==> src/rtl/mock_spi_pkg.sv <==
// Shared constants for the mock SPI sensor slice.
// FSM encodings, command bit values, CTRL/STATUS bit layout.
package mock_spi_pkg;

  localparam logic [1:0] ST_IDLE = 2'd0;
  localparam logic [1:0] ST_CMD  = 2'd1;
  localparam logic [1:0] ST_TX   = 2'd2;
  localparam logic [1:0] ST_RX   = 2'd3;

  localparam logic CMD_READ  = 1'b1;
  localparam logic CMD_WRITE = 1'b0;

  localparam int CTRL_INT_EN   = 0;
  localparam int CTRL_HOLD     = 1;
  localparam int CTRL_STEP_LSB = 4;

  localparam logic [7:0] CTRL_RST   = 8'h11;
  localparam logic [7:0] CTRL_WMASK = 8'hF3;

  localparam int STAT_PEND = 0;
  localparam int STAT_OVR  = 1;

endpackage

==> src/rtl/mock_spi_sensor_if.sv <==
// SPI pin bundle between a master and the mock sensor.
// Ports: spi_clk (idle high), spi_cs_n, spi_mosi, spi_miso.
interface mock_spi_sensor_if;

  logic spi_clk;
  logic spi_cs_n;
  logic spi_mosi;
  logic spi_miso;

  modport master (
    output spi_clk,
    output spi_cs_n,
    output spi_mosi,
    input  spi_miso
  );

  modport slave (
    input  spi_clk,
    input  spi_cs_n,
    input  spi_mosi,
    output spi_miso
  );

endinterface

==> src/rtl/spi_input_sync.sv <==
// 2-flop synchroniser + edge detect for SPI pins.
// In: sys_clk, reset, spi_clk/cs_n/mosi. Out: levels, edges.
module spi_input_sync (
  input  logic sys_clk,
  input  logic reset,
  input  logic spi_clk,
  input  logic spi_cs_n,
  input  logic spi_mosi,
  output logic cs_lvl,
  output logic mosi_lvl,
  output logic clk_rise,
  output logic clk_fall,
  output logic cs_rise,
  output logic cs_fall
);

  logic [2:0] s1;
  logic [2:0] s2;
  logic [1:0] s3;
  logic [2:0] warm;

  always_ff @(posedge sys_clk) begin
    if (reset) begin
      s1   <= 3'b011;
      s2   <= 3'b011;
      s3   <= 2'b11;
      warm <= '0;
    end else begin
      s1   <= {spi_mosi, spi_cs_n, spi_clk};
      s2   <= s1;
      s3   <= s2[1:0];
      warm <= {warm[1:0], 1'b1};
    end
  end

  // Edges stay masked until the pipe holds real pin
  // values, so a bus held low across reset is ignored.
  assign cs_lvl   = s2[1];
  assign mosi_lvl = s2[2];
  assign clk_rise = warm[2] &  s2[0] & ~s3[0];
  assign clk_fall = warm[2] & ~s2[0] &  s3[0];
  assign cs_rise  = warm[2] &  s2[1] & ~s3[1];
  assign cs_fall  = warm[2] & ~s2[1] &  s3[1];

endmodule

==> src/rtl/mock_spi_sensor.sv <==
// Parametrised virtual SPI sensor (mode 3 slave, burst R/W).
// Ports: sys_clk, reset, sample_trigger, spi (slave), irq.
module mock_spi_sensor
  import mock_spi_pkg::*;
#(
  parameter int         N_CH        = 6,
  parameter int         CH_WIDTH    = 16,
  parameter logic [6:0] BASE_ADDR   = 7'h3B,
  parameter logic [6:0] CTRL_ADDR   = 7'h6B,
  parameter logic [6:0] STATUS_ADDR = 7'h3A,
  parameter logic [6:0] WHOAMI_ADDR = 7'h75,
  parameter logic [7:0] WHOAMI_VAL  = 8'h68,
  parameter int         INT_TIMEOUT = 50000
) (
  input  logic             sys_clk,
  input  logic             reset,
  input  logic             sample_trigger,
  mock_spi_sensor_if.slave spi,
  output logic             irq
);

  localparam int BYTES = CH_WIDTH / 8;
  localparam int CH_LO = int'(BASE_ADDR);
  localparam int CH_HI = CH_LO + N_CH * BYTES;
  localparam int TW =
    (INT_TIMEOUT < 2) ? 1 : $clog2(INT_TIMEOUT + 1);

  localparam logic MAP_CLASH =
    (int'(CTRL_ADDR) >= CH_LO &&
     int'(CTRL_ADDR) < CH_HI) ||
    (int'(STATUS_ADDR) >= CH_LO &&
     int'(STATUS_ADDR) < CH_HI) ||
    (int'(WHOAMI_ADDR) >= CH_LO &&
     int'(WHOAMI_ADDR) < CH_HI);

  if (MAP_CLASH || (CH_WIDTH % 8) != 0) begin : g_bad_map
    $error("mock_spi_sensor: bad register map parameters");
  end

  logic cs_lvl, mosi_lvl;
  logic clk_rise, clk_fall;
  logic cs_rise, cs_fall;

  logic [7:0]          ctrl;
  logic [CH_WIDTH-1:0] seq;
  logic [CH_WIDTH-1:0] seq_n;
  logic [CH_WIDTH-1:0] ch [N_CH];
  logic                pending;
  logic                overrun;
  logic [TW-1:0]       timer;

  logic [1:0] state;
  logic [2:0] bit_cnt;
  logic [7:0] shreg;
  logic [7:0] tx_byte;
  logic [6:0] addr;
  logic       miso;

  logic [7:0] cmd_byte;
  logic [7:0] lk_byte;
  logic [7:0] stat_byte;
  logic [6:0] lk_addr;
  logic       in_rng;
  logic       int_en, hold, trig_ok, do_upd;
  logic       act, is_rd, cmd_done, tx_next, rx_done;
  logic       load, rd_status, rd_clr, ctrl_wr;

  spi_input_sync u_sync (
    .sys_clk  (sys_clk),
    .reset    (reset),
    .spi_clk  (spi.spi_clk),
    .spi_cs_n (spi.spi_cs_n),
    .spi_mosi (spi.spi_mosi),
    .cs_lvl   (cs_lvl),
    .mosi_lvl (mosi_lvl),
    .clk_rise (clk_rise),
    .clk_fall (clk_fall),
    .cs_rise  (cs_rise),
    .cs_fall  (cs_fall)
  );

  assign spi.spi_miso = miso;

  assign int_en  = ctrl[CTRL_INT_EN];
  assign hold    = ctrl[CTRL_HOLD];
  assign trig_ok = sample_trigger && !hold;
  // Updates only land while the bus is idle, which is
  // what keeps a burst snapshot coherent.
  assign do_upd  = cs_lvl && (pending || trig_ok);
  assign seq_n   =
    seq + CH_WIDTH'(ctrl[CTRL_STEP_LSB +: 4]);

  // A cs_n rise overrides any same-cycle bit event.
  assign act      = !cs_rise;
  assign cmd_byte = {shreg[6:0], mosi_lvl};
  assign is_rd    = cmd_byte[7] == CMD_READ;
  assign cmd_done = act && state == ST_CMD &&
                    clk_rise && bit_cnt == 3'd7;
  assign tx_next  = act && state == ST_TX &&
                    clk_fall && bit_cnt == 3'd7;
  assign rx_done  = act && state == ST_RX &&
                    clk_rise && bit_cnt == 3'd7;

  assign lk_addr   = (state == ST_CMD) ?
                     cmd_byte[6:0] : addr + 7'd1;
  assign load      = (cmd_done && is_rd) || tx_next;
  assign rd_status = load && lk_addr == STATUS_ADDR;
  assign rd_clr    = cmd_done && is_rd && in_rng;
  assign ctrl_wr   = rx_done && addr == CTRL_ADDR;

  always_comb begin
    stat_byte = '0;
    stat_byte[STAT_PEND] = pending;
    stat_byte[STAT_OVR]  = overrun;
    lk_byte = '0;
    in_rng  = 1'b0;
    for (int i = 0; i < N_CH; i++) begin
      for (int j = 0; j < BYTES; j++) begin
        if (int'(lk_addr) == CH_LO + i * BYTES + j) begin
          lk_byte = ch[i][CH_WIDTH-1-8*j -: 8];
          in_rng  = 1'b1;
        end
      end
    end
    unique case (1'b1)
      (lk_addr == CTRL_ADDR):   lk_byte = ctrl;
      (lk_addr == STATUS_ADDR): lk_byte = stat_byte;
      (lk_addr == WHOAMI_ADDR): lk_byte = WHOAMI_VAL;
      default: ;
    endcase
  end

  always_ff @(posedge sys_clk) begin
    if (reset) begin
      ctrl    <= CTRL_RST;
      seq     <= '0;
      pending <= 1'b0;
      overrun <= 1'b0;
      irq     <= 1'b0;
      timer   <= '0;
      for (int i = 0; i < N_CH; i++) ch[i] <= '0;
    end else begin
      if (ctrl_wr) ctrl <= cmd_byte & CTRL_WMASK;

      if (do_upd) begin
        seq <= seq_n;
        for (int i = 0; i < N_CH; i++)
          ch[i] <= seq_n + CH_WIDTH'(i);
      end

      if (do_upd) pending <= 1'b0;
      else if (trig_ok && !cs_lvl) pending <= 1'b1;

      if (trig_ok && pending) overrun <= 1'b1;
      else if (rd_status) overrun <= 1'b0;

      if (do_upd) begin
        irq   <= int_en;
        timer <= TW'(INT_TIMEOUT);
      end else if (ctrl_wr && !cmd_byte[CTRL_INT_EN]) begin
        irq <= 1'b0;
      end else if (rd_clr) begin
        irq <= 1'b0;
      end else if (irq) begin
        if (timer <= TW'(1)) irq <= 1'b0;
        if (timer != '0) timer <= timer - TW'(1);
      end
    end
  end

  always_ff @(posedge sys_clk) begin
    if (reset) begin
      state   <= ST_IDLE;
      bit_cnt <= '0;
      shreg   <= '0;
      addr    <= '0;
      tx_byte <= '0;
      miso    <= 1'b0;
    end else if (cs_rise) begin
      state   <= ST_IDLE;
      bit_cnt <= '0;
      miso    <= 1'b0;
    end else begin
      unique case (state)
        ST_IDLE: begin
          if (cs_fall) begin
            state   <= ST_CMD;
            bit_cnt <= '0;
          end
        end
        ST_CMD: begin
          if (clk_rise) begin
            shreg   <= cmd_byte;
            bit_cnt <= bit_cnt + 3'd1;
            if (cmd_done) begin
              addr    <= lk_addr;
              tx_byte <= lk_byte;
              state   <= (cmd_byte[7] == CMD_WRITE) ?
                         ST_RX : ST_TX;
            end
          end
        end
        ST_TX: begin
          if (clk_fall) begin
            miso    <= tx_byte[3'd7 - bit_cnt];
            bit_cnt <= bit_cnt + 3'd1;
            if (tx_next) begin
              addr    <= lk_addr;
              tx_byte <= lk_byte;
            end
          end
        end
        ST_RX: begin
          if (clk_rise) begin
            shreg   <= cmd_byte;
            bit_cnt <= bit_cnt + 3'd1;
            if (rx_done) addr <= addr + 7'd1;
          end
        end
        default: state <= ST_IDLE;
      endcase
    end
  end

endmodule
==> src/flat_wrapper.sv <==
// flat-port wrapper written by rule: the top's interface ports become plain ports
module mock_spi_sensor_flat import mock_spi_pkg::*;
#(
  parameter int         N_CH        = 6,
  parameter int         CH_WIDTH    = 16,
  parameter logic [6:0] BASE_ADDR   = 7'h3B,
  parameter logic [6:0] CTRL_ADDR   = 7'h6B,
  parameter logic [6:0] STATUS_ADDR = 7'h3A,
  parameter logic [6:0] WHOAMI_ADDR = 7'h75,
  parameter logic [7:0] WHOAMI_VAL  = 8'h68,
  parameter int         INT_TIMEOUT = 50000
)
  (sys_clk, reset, sample_trigger, irq, spi_spi_clk, spi_spi_cs_n, spi_spi_mosi, spi_spi_miso);
  mock_spi_sensor_if spi_i ();
  input  logic sys_clk;
  input  logic reset;
  input  logic sample_trigger;
  output logic irq;
  input wire logic [$bits(spi_i.spi_clk)-1:0] spi_spi_clk;
  input wire logic [$bits(spi_i.spi_cs_n)-1:0] spi_spi_cs_n;
  input wire logic [$bits(spi_i.spi_mosi)-1:0] spi_spi_mosi;
  output wire logic [$bits(spi_i.spi_miso)-1:0] spi_spi_miso;
  assign spi_i.spi_clk = spi_spi_clk;
  assign spi_i.spi_cs_n = spi_spi_cs_n;
  assign spi_i.spi_mosi = spi_spi_mosi;
  assign spi_spi_miso = spi_i.spi_miso;
  mock_spi_sensor #(.N_CH(N_CH), .CH_WIDTH(CH_WIDTH), .BASE_ADDR(BASE_ADDR), .CTRL_ADDR(CTRL_ADDR), .STATUS_ADDR(STATUS_ADDR), .WHOAMI_ADDR(WHOAMI_ADDR), .WHOAMI_VAL(WHOAMI_VAL), .INT_TIMEOUT(INT_TIMEOUT)) u_core (.sys_clk(sys_clk), .reset(reset), .sample_trigger(sample_trigger), .spi(spi_i), .irq(irq));
endmodule
==> config.mk <==
export PLATFORM = sky130hd
export DESIGN_NAME = mock_spi_sensor_flat
export DESIGN_NICKNAME = d
export VERILOG_FILES = /design/src/rtl/mock_spi_pkg.sv /design/src/rtl/mock_spi_sensor_if.sv /design/src/rtl/spi_input_sync.sv /design/src/rtl/mock_spi_sensor.sv /design/src/flat_wrapper.sv
export SDC_FILE = /design/constraint.sdc
export NUM_CORES = 1
export LEC_CHECK = 0
export ABC_AREA = 1
export ABC_CLOCK_PERIOD_IN_PS = 9700
export BUFFER_PORTS_ARGS = -buffer_cell sky130_fd_sc_hd__buf_4
export CORE_ASPECT_RATIO = 0.8
export CORE_MARGIN = 2
export CORE_UTILIZATION = 40
export CTS_CLUSTER_DIAMETER = 30
export DETAILED_ROUTE_END_ITERATION = 10
export MAX_ROUTING_LAYER = met4
export PLACE_DENSITY_LB_ADDON = 0.05
export SKIP_CTS_REPAIR_TIMING = 1
export SLEW_MARGIN = 30
export SYNTH_ARGS = -nofsm -noshare
export SYNTH_HDL_FRONTEND = slang
export SYNTH_SLANG_ARGS = --single-unit
==> constraint.sdc <==
create_clock -name sys_clk -period 9.7 [get_ports sys_clk]
set_input_delay 0.97 -clock sys_clk [delete_from_list [all_inputs] [get_ports sys_clk]]
set_output_delay 0.97 -clock sys_clk [all_outputs]
set_load 0.1 [all_outputs]
# Word level (Yosys, flattened, before mapping)
# Memories as Yosys holds them, arrays and structs flattened.
# Cells that the tools add are included.
dict set report classes {
  n_addsub 10
  n_bitwise 21
  muxes 73
  n_eq_ne 30
  reduce_logical 43
  shift 0
  div_mod_pow 0
  order_cmp 2
  n_mul 0
}
# operator n
set op_table {}
lappend op_table {{16-bit two-way mux} 11}
lappend op_table {{8-bit two-way mux} 16}
lappend op_table {{7-bit equality test, second input constant} 15}
lappend op_table {{7-bit two-way mux} 7}
lappend op_table {{16-bit by 2-bit adder with 16-bit output, second input constant} 2}
lappend op_table {{16-bit by 3-bit adder with 16-bit output, second input constant} 2}
lappend op_table {{1-bit two-way mux} 27}
lappend op_table {{8-bit case mux with 3 select lines} 1}
lappend op_table {{7-bit case mux with 3 select lines} 1}
lappend op_table {{2-bit by 1-bit inequality test with 1-bit output, second input constant} 10}
lappend op_table {{1-bit logical AND} 18}
lappend op_table {{16-bit by 1-bit adder with 16-bit output, second input constant} 1}
lappend op_table {{16-bit by 4-bit adder with 16-bit output} 1}
lappend op_table {{16-bit by 1-bit <= comparator with 1-bit output, second input constant} 1}
lappend op_table {{8-bit case mux with 2 select lines} 1}
lappend op_table {{16-bit nonzero test} 1}
lappend op_table {{16-bit by 1-bit subtractor with 16-bit output, second input constant} 1}
lappend op_table {{4-bit AND reduction} 3}
lappend op_table {{2-bit nonzero test} 5}
lappend op_table {{3-bit two-way mux} 3}
lappend op_table {{3-bit case mux with 3 select lines} 1}
lappend op_table {{1-bit bitwise AND} 8}
lappend op_table {{8-bit AND reduction} 1}
lappend op_table {{7-bit by 1-bit adder with 7-bit output, second input constant} 1}
lappend op_table {{other kinds (20)} 41}
dict set report totals {
  reg_bits 80
  mem_bits_rw 96
  inputBits 6
  output_inout_bits 2
  latch_bits 0
  memories 1
  romBits 0
  wordCells 198
}
# memory words word_bits read_ports rd_ports_with_merged_regs write_ports line
set mem_list {}
lappend mem_list {u_core.ch 6 16 6 0 6 mock_spi_sensor.sv:47} ;# logic [CH_WIDTH-1:0] ch [N_CH];

# Longest topological paths before layout
# Gate-level depths: netlist of run 1.
dict set report logic_depth {
  ltp_word 19
  depth_mapped 20
  mapped_depth_nobuf 20
}

# Hierarchy
# A second synthesis of run 1 with hierarchy kept.
dict set report hier_totals {
  cells_unflattened 1207
  area_unflattened_um2 9375.2
}
# mod seq_area_each_um2 area_per_inst_um2 n_inst cells_per_inst
set by_module_without_submodules {}
lappend by_module_without_submodules {mock_spi_sensor 4083.9 9042.4 1 1172}
lappend by_module_without_submodules {spi_input_sync 220.2 332.8 1 35}

# Worst setup path after synthesis of run 1
# OpenSTA, ideal clock, no wires.
dict set report synth_timing {
  path_type {input to register}
  startpoint {in sample_trigger}
  endpoint {mem u_core.ch[0][10], enable pin}
  arrival_time_ns 4.056
  setup_time_ns 0.491
  n_path_buf 1
  setup_slack_ns 5.153
  required_time_ns 9.209
  path_stages 7
  path_cell_list {nand2_1 nand2_1 inv_1 nor2_1 nor2_1 clkinv_1 buf_1}
}
# item line
set synth_rtl {}
lappend synth_rtl {{start, declared} flat_wrapper.sv:17} ;# input logic sample_trigger;
lappend synth_rtl {{end, declared} mock_spi_sensor.sv:47}

# Worst setup path after layout of run 1
dict set report layout_timing {
  startpoint {reg u_core.state[1]}
  endpoint {reg u_core.tx_byte[5]}
}
dict set report layout_between {
  elab_chain_cells 19
  word_cells_on_any_way 48
  cone_classes {eq/ne (21); mux (19); reduce/logical (8)}
}
# item line
set layout_lines {}
lappend layout_lines {{start, declared} mock_spi_sensor.sv:52} ;# logic [1:0] state;
lappend layout_lines {{start signal, assigned} mock_spi_sensor.sv:198} ;# state <= (cmd_byte[7] == CMD_WRITE) ?
lappend layout_lines {{2-bit by 1-bit equality test with 1-bit output} {mock_spi_sensor.sv:97, mock_spi_sensor.sv:104, mock_spi_sensor.sv:184}}
lappend layout_lines {{7-bit two-way mux} mock_spi_sensor.sv:104} ;# assign lk_addr = (state == ST_CMD) ?
lappend layout_lines {{7-bit equality test} mock_spi_sensor.sv:119} ;# if (int'(lk_addr) == CH_LO + i * BYTES + j) begin
lappend layout_lines {{8-bit two-way mux (12 in a row)} mock_spi_sensor.sv:119}
lappend layout_lines {{8-bit case mux with 3 select lines} mock_spi_sensor.sv:125} ;# unique case (1'b1)
lappend layout_lines {{8-bit two-way mux, on equally long branches} {mock_spi_sensor.sv:207, mock_spi_sensor.sv:195}}
lappend layout_lines {{8-bit two-way mux, on equally long branches} {mock_spi_sensor.sv:204, mock_spi_sensor.sv:192}}
lappend layout_lines {{8-bit case mux with 2 select lines} mock_spi_sensor.sv:184} ;# unique case (state)
lappend layout_lines {{end signal, assigned} mock_spi_sensor.sv:197} ;# tx_byte <= lk_byte;
lappend layout_lines {{end signal, assigned} mock_spi_sensor.sv:209} ;# tx_byte <= lk_byte;
lappend layout_lines {{end, declared} mock_spi_sensor.sv:55} ;# logic [7:0] tx_byte;
# Several ways; a longest one is shown, not always the timed one. The select of a mux whose other input is x is not followed.
# A chain may end at the register's enable or synchronous reset.

==> metrics.csv, run 1 <==
metric,value,unit
post-synth cell types,64,
Sink Count,170,
vias in the first global route,7282,
Synth Instances,1238,
Vias/cell,5.18,
hold-critical path depth,2,
H-tree lvl count,4,
unrepaired setup endpoints after global routing,no,
Final ANT Viol Nets,0,
CTS root buffer,clkbuf_16,
final setup fails,0,
"commonest non-fill, non-tap cell in the layout",nand2_1,
Critical Path RT,10.04,ns
Slew headroom,31.0,%
fin util,44.6,%
Std-Cell Rows,50,
skew final,0.0137,ns
Worst VDD drop,0.000113,V
number of fill cells,2374,
crit path DAT,4.09,ns
CTS tree,yes,
Critical Path Slowest Stage Cell,nor2_1,
min cycle time layout,3.75,ns
ant diodes,0,
wl on met1,14800,µm
slowest cell delay on critical path,0.58,ns
max frequency,267,MHz
Worst-path clk slew,0.08,ns
Area after DPL,9890,µm²
number of synthesized register bits,170,
Global Route Usage Sum,24.1,%
layout cells sized above 1,9.94,%
CP Launch Type,flip-flop,
crit-path max FO,13,
hold_sp,u_core.u_sync.s1[2],
met2 routed WL,11100,µm
initial antenna violation count,0,
PortBufs,7,
FF-to-FF Start,u_core.state[1],
die width,177,µm
Worst R2R End,u_core.tx_byte[5],
Starting Density,40.7,%
Synth top area share,28.4,%
yosys warns,0,
endpoints failing hold,0,
Post-Route WL,28200,µm
sequential share of the synthesized area,45.2,%
"Cell Area, Synth",9530,µm²
DP Wirelength,20900,µm
first-pass GRT wire length,43900,µm
multi-input gate area in the final layout,4320,µm²
met3 routed WL,2120,µm
Avg WL per Cell,18.0,µm
Area Growth Syn to Fin,9.42,%
Mapped Nets,1265,
CP endpoint kind,flip-flop,
largest net degree at the start of global routing,71,
Hold Path Class,flip-flop to flip-flop,
total CTS buffers,17,
post-route cell area,10400,µm²
prevailing post-synth register cell,edfxtp_1,
"Slew Viols, Final",0,
Pleak,4.58,nW
Total Die Area,25100,µm²
crit path kind,flip-flop to flip-flop,
Pre-Repair DR Iteration Count,5,
total chip power,1.69,mW
final cycle utilization of the critical path,38.6,%
gpl congestion,0.897,
Sequential Area,4300,µm²
CTS Buffer Depth,2,
Post-synth EDFFs,90,
crit-path cells,inv_1 -> ha_1 -> inv_1 -> nand3_1 -> nand2_2 -> nor2_1 -> nand2_2 -> nor2_2 -> nand2_1 -> nand2_1 -> nand4_1 -> nor2_1 -> nand3_1 -> nand2_1 -> inv_1,
syn_area_per_cell,7.70,µm²
Core Area,23400,µm²
Least-Margin Pin Slew,1.03,ns
maxcap violations,0,
die height,142,µm
status,finished clean,
largest area contributor in the netlist,edfxtp_1,
Worst-Skew Late Latency,0.44,ns
worst r2r path cells,15,
fin nets,1271,
"commonest non-fill, non-tap cells in the layout","nand2_1 (269), inv_1 (190), nor2_1 (151)",
via count,8127,
Overflow after GRT,0,
Starting DRT DRC Count,805,
setup TNS,0,ns
pwr dens,162,nW/µm²
synth top area cells,"edfxtp_1 (28%), dfxtp_1 (17%), nand2_1 (11%)",
Remaining DRCs,0,
Async SR Flop Fraction,0,%
hold endpoint,u_core.u_sync.s2[2],
IO Count,8,
top layer used by detailed routing,met4,
internal reg-to-reg setup slack,5.95,ns
where the power goes:
group	switching [mW]	leakage, nW	internal [mW]
logic	0.155	2.66	0.0622
clock network	0.313	0.277	0.338
registers	0.0245	1.65	0.797
cells by family (layout without fill, tap and decap cells):
kind of cell             Yosys count  in the layout  synth area share, %
flip-flops                       170            170                 45.2
AND/OR/NAND/NOR                  599            599                 28.5
XOR/XNOR                          14             14                 1.44
buffers and inverters            229            248                 9.51
adder cells (fa/ha/maj)           21             21                 2.84
AO/OA/AOI/OAI                    203            203                 12.3
multiplexers                       2              2                0.223
per-layer routing:
metal  up-vias  global-route usage, %
met4         0                   4.22
li1       4065                      -
met2       260                   31.8
met1      3781                   37.9
met3        21                   4.43
met5         -                      -
layout make-up:
class	instances	share of cell area [%]
Clock inverter	13	0.876
Clock buffer	19	4.25
Inverter	201	7.30
Timing Repair Buffer	15	1.08
Tap cell	312	3.75
Sequential cell	170	41.3
Multi-Input combinational cell	839	41.5
worst max-delay path, delay by kind of cell (launching register included):
kind	cells	cell delay, ns
flip-flops	1	0.35
buffers and inverters	3	0.39
AND/OR/NAND/NOR	11	2.43
adder cells (fa/ha/maj)	1	0.47
synth_stat cells (8+ instances only):
master,count
nand2_1,270
o21ai_0,84
nand4_1,27
a31oi_1,9
nor2_1,152
nor3_1,18
dfxtp_1,80
o22ai_1,8
xor2_1,8
inv_1,189
edfxtp_1,90
clkbuf_1,16
nand2_2,9
nand3_1,70
or2_2,15
ha_1,20
a21oi_1,63
flip-flops by register name (all words and copies together) (netlist names):
register,cells
u_core.ch,90
u_core.u_sync.warm,3
u_core.timer,16
u_core.seq,16
u_core.addr,7
u_core.irq,1
u_core.u_sync.s2,3
u_core.ctrl,6
u_core.overrun,1
u_core.spi.spi_miso,1
u_core.shreg,7
u_core.tx_byte,8
u_core.u_sync.s1,3
u_core.u_sync.s3,2
u_core.pending,1
u_core.bit_cnt,3
u_core.state,2
stage by stage:
step | setup WS (ns) | cells | hold slack, ns
after floorplan | 5.15 | 1238 | 0.388
after global placement | 6.06 | 1537 | 0.391
after detailed placement | 6.08 | 1537 | 0.393
after CTS | 6.07 | 1569 | 0.402
after global routing | 5.72 | 1569 | 0.414
final | 5.95 | 1569 | 0.400
worst max path at each step:
stage | start | end
6_report | u_core.state[1] | u_core.tx_byte[5]
5_1_grt | u_core.state[1] | u_core.tx_byte[1]
4_1_cts | u_core.state[1] | u_core.tx_byte[5]
3_5_place_dp | u_core.state[1] | u_core.tx_byte[5]
3_3_place_gp | u_core.state[1] | u_core.tx_byte[5]
2_1_floorplan | sample_trigger | u_core.ch[0][10]
No activity file was read; power rests on OpenSTA's default activity.
==> inputs of run 2 (changes only) <==
--- a/config.mk
+++ b/config.mk
@@ -6,7 +6,7 @@
 export NUM_CORES = 1
 export LEC_CHECK = 0
 export ABC_AREA = 1
-export ABC_CLOCK_PERIOD_IN_PS = 9700
+export ABC_CLOCK_PERIOD_IN_PS = 3700
 export BUFFER_PORTS_ARGS = -buffer_cell sky130_fd_sc_hd__buf_4
 export CORE_ASPECT_RATIO = 0.8
 export CORE_MARGIN = 2
==> constraint.sdc (replaced) <==
create_clock -name sys_clk -period 3.7 [get_ports sys_clk]
set_input_delay 0.37 -clock sys_clk [delete_from_list [all_inputs] [get_ports sys_clk]]
set_output_delay 0.37 -clock sys_clk [all_outputs]
set_load 0.1 [all_outputs]
==> metrics.csv, run 2 (synthesis results as in run 1) <==
metric,value,unit,change
status,finished clean,,
fin util,45.2,%,+0.68 points
NetSw,1.38,mW,+180%
post-placement cell count,1549,,+0.78%
Global Route Usage Sum,24.6,%,+0.49 points
Core Area,23400,µm²,unchanged
gpl congestion,0.915,,+2.0%
sw frac,30.2,%,+1.0 points
via count,8150,,+0.28%
Top Registers,"u_core.ch (90), u_core.seq (16), u_core.timer (16)",,
Worst R2R End,u_core.tx_byte[7],,
Seq pwr share,46.9,%,-1.7 points
Hold Path Class,input port to flip-flop,,
crit-path cells,inv_1 -> ha_1 -> inv_1 -> nand3_1 -> nand2_1 -> nand3_1 -> nor2_1 -> buf_4 -> nand2_1 -> nor2_1 -> nor2_1 -> nand4_1 -> nand2_1 -> nand4_1 -> nand2_1 -> nand3b_1 -> nand2_1 -> inv_1,,
CTS tree,yes,,
Worst-path clk slew,0.08,ns,about the same
Post-Route WL,29000,µm,+2.7%
fin nets,1283,,+0.94%
Combinational Power Share,12.7,%,-0.2 points
crit-path max FO,13,,unchanged
setup TNS,0,ns,unchanged
CP Launch Type,flip-flop,,
CTS root buffer,clkbuf_16,,
"Slew Viols, Final",0,,unchanged
Starting Density,40.7,%,unchanged
layout cells sized above 1,10.9,%,+0.93 points
Remaining DRCs,0,,unchanged
Pint,3.20,mW,+170%
Critical Path RT,4.09,ns,-5.95 ns
die width,177,µm,unchanged
Pleak,4.66,nW,+1.8%
Worst-Skew Late Latency,0.44,ns,about the same
hold-critical path depth,2,,unchanged
endpoints failing hold,0,,unchanged
H-tree lvl count,4,,unchanged
most used cell along the critical path,nand2_1,,
Sink Count,170,,unchanged
unrepaired setup endpoints after global routing,no,,
"commonest non-fill, non-tap cell in the layout",nand2_1,,
vias in the first global route,7427,,+2.0%
internal reg-to-reg setup slack,0.46,ns,-5.50 ns
slowest cell delay on critical path,0.39,ns,-0.19 ns
Overflow after GRT,0,,unchanged
Worst VDD drop,0.000266,V,+140%
Slew headroom,47.5,%,+17 points
Avg WL per Cell,18.3,µm,+2.0%
Area Growth Syn to Fin,11.1,%,
maxcap violations,0,,unchanged
initial antenna violation count,0,,unchanged
Least-Margin Pin Slew,0.786,ns,-0.245 ns
Area after DPL,9990,µm²,+1.0%
min cycle time layout,3.24,ns,-0.505 ns
CTS Buffer Depth,2,,unchanged
worst r2r path cells,18,,+3
Total Die Area,25100,µm²,unchanged
crit path DAT,3.64,ns,-0.45 ns
IO Count,8,,unchanged
post-route cell area,10600,µm²,+1.5%
Pre-Repair DR Iteration Count,5,,unchanged
final cycle utilization of the critical path,87.7,%,+49 points
FF-to-FF Start,u_core.state[1],,
Biggest register,u_core.ch,,
total chip power,4.59,mW,+170%
number of flip-flops in the largest register,90,,unchanged
ant diodes,0,,unchanged
Critical Path Slowest Stage Cell,dfxtp_1,,
Vias/cell,5.15,,-0.48%
max frequency,308,MHz,+16%
DP Wirelength,21400,µm,+2.2%
die height,142,µm,unchanged
fin worst setup slack,0.456,ns,-5.50 ns
clock group share of total power,40.4,%,+1.9 points
Starting DRT DRC Count,947,,+18%
first-pass GRT wire length,44300,µm,+1.0%
number of fill cells,2437,,+2.7%
hold endpoint,u_core.u_sync.s1[0],,
largest net degree at the start of global routing,75,,+5.6%
hold_sp,spi_spi_clk,,
pre-CTS setup slack,0.453,ns,-5.63 ns
final setup fails,0,,unchanged
Std-Cell Rows,50,,unchanged
crit path kind,flip-flop to flip-flop,,
final worst hold slack,0.107,ns,-0.293 ns
Final Non-Filler Cells,1581,,+0.76%
total CTS buffers,17,,unchanged
skew final,0.0110,ns,-0.00270 ns
"commonest non-fill, non-tap cells in the layout","nand2_1 (269), inv_1 (189), nor2_1 (152)",,
PortBufs,7,,unchanged
CP endpoint kind,flip-flop,,
Final ANT Viol Nets,0,,unchanged
pwr dens,433,nW/µm²,+170%
-- run 2: cell types whose count changed in the layout (fill, tap and decap cells not counted), moves of 2 or more --
cell      previous run  this run
buf_4               15        26
clkinv_2             3         1
clkinv_4             2         0
clkinv_8             0         2
inv_4                7         4
inv_6                2         4
inv_8                1         5
-- run 2: layer usage --
metal / global-route usage (%) / vias up / part of all wire [%]
met5: - / - / 0
met4: 5.65 / 0 / 1.2
met1: 36.9 / 3782 / 52
li1: - / 4090 / -
met2: 33.4 / 251 / 40
met3: 5.26 / 27 / 6.7
-- run 2: critical path, delay by kind of cell, from the launching register on --
family | cells | cell delay, ns
flops | 1 | 0.39
fa+ha+maj | 1 | 0.32
buf+inv | 4 | 0.68
simple gates | 13 | 1.78
-- run 2: cell type report --
class | count | area [µm²] | share of cell area [%]
clock buffer | 18 | 450 | 4.26
multi-input combinational | 839 | 4320 | 40.8
inverter | 201 | 761 | 7.19
sequential | 170 | 4300 | 40.7
clock inverter | 14 | 144 | 1.36
tap | 312 | 390 | 3.69
timing repair buffer | 27 | 215 | 2.03
-- run 2: how the worst max path moves through the flow --
| stage | from | end | slack (ns) | cells after the start |
|---|---|---|---|---|
| 2_1_floorplan | sample_trigger | u_core.ch[0][10] | 0.09 | 7 |
| 3_3_place_gp | u_core.state[1] | u_core.tx_byte[7] | 0.49 | 18 |
| 3_5_place_dp | u_core.state[1] | u_core.tx_byte[5] | 0.45 | 18 |
| 4_1_cts | u_core.state[1] | u_core.tx_byte[5] | 0.42 | 18 |
| 5_1_grt | u_core.state[1] | u_core.tx_byte[5] | 0.13 | 18 |
| 6_report | u_core.state[1] | u_core.tx_byte[7] | 0.46 | 18 |
-- run 2: power by group through the flow --
stage               Sequential [mW]  Clock, mW  Combinational [mW]
floorplan                      2.18          0               0.413
global placement               2.20          0               0.579
detailed placement             2.19          0               0.578
CTS                            2.15       1.88               0.581
global route                   2.16       1.94               0.647
finish                         2.15       1.85               0.583
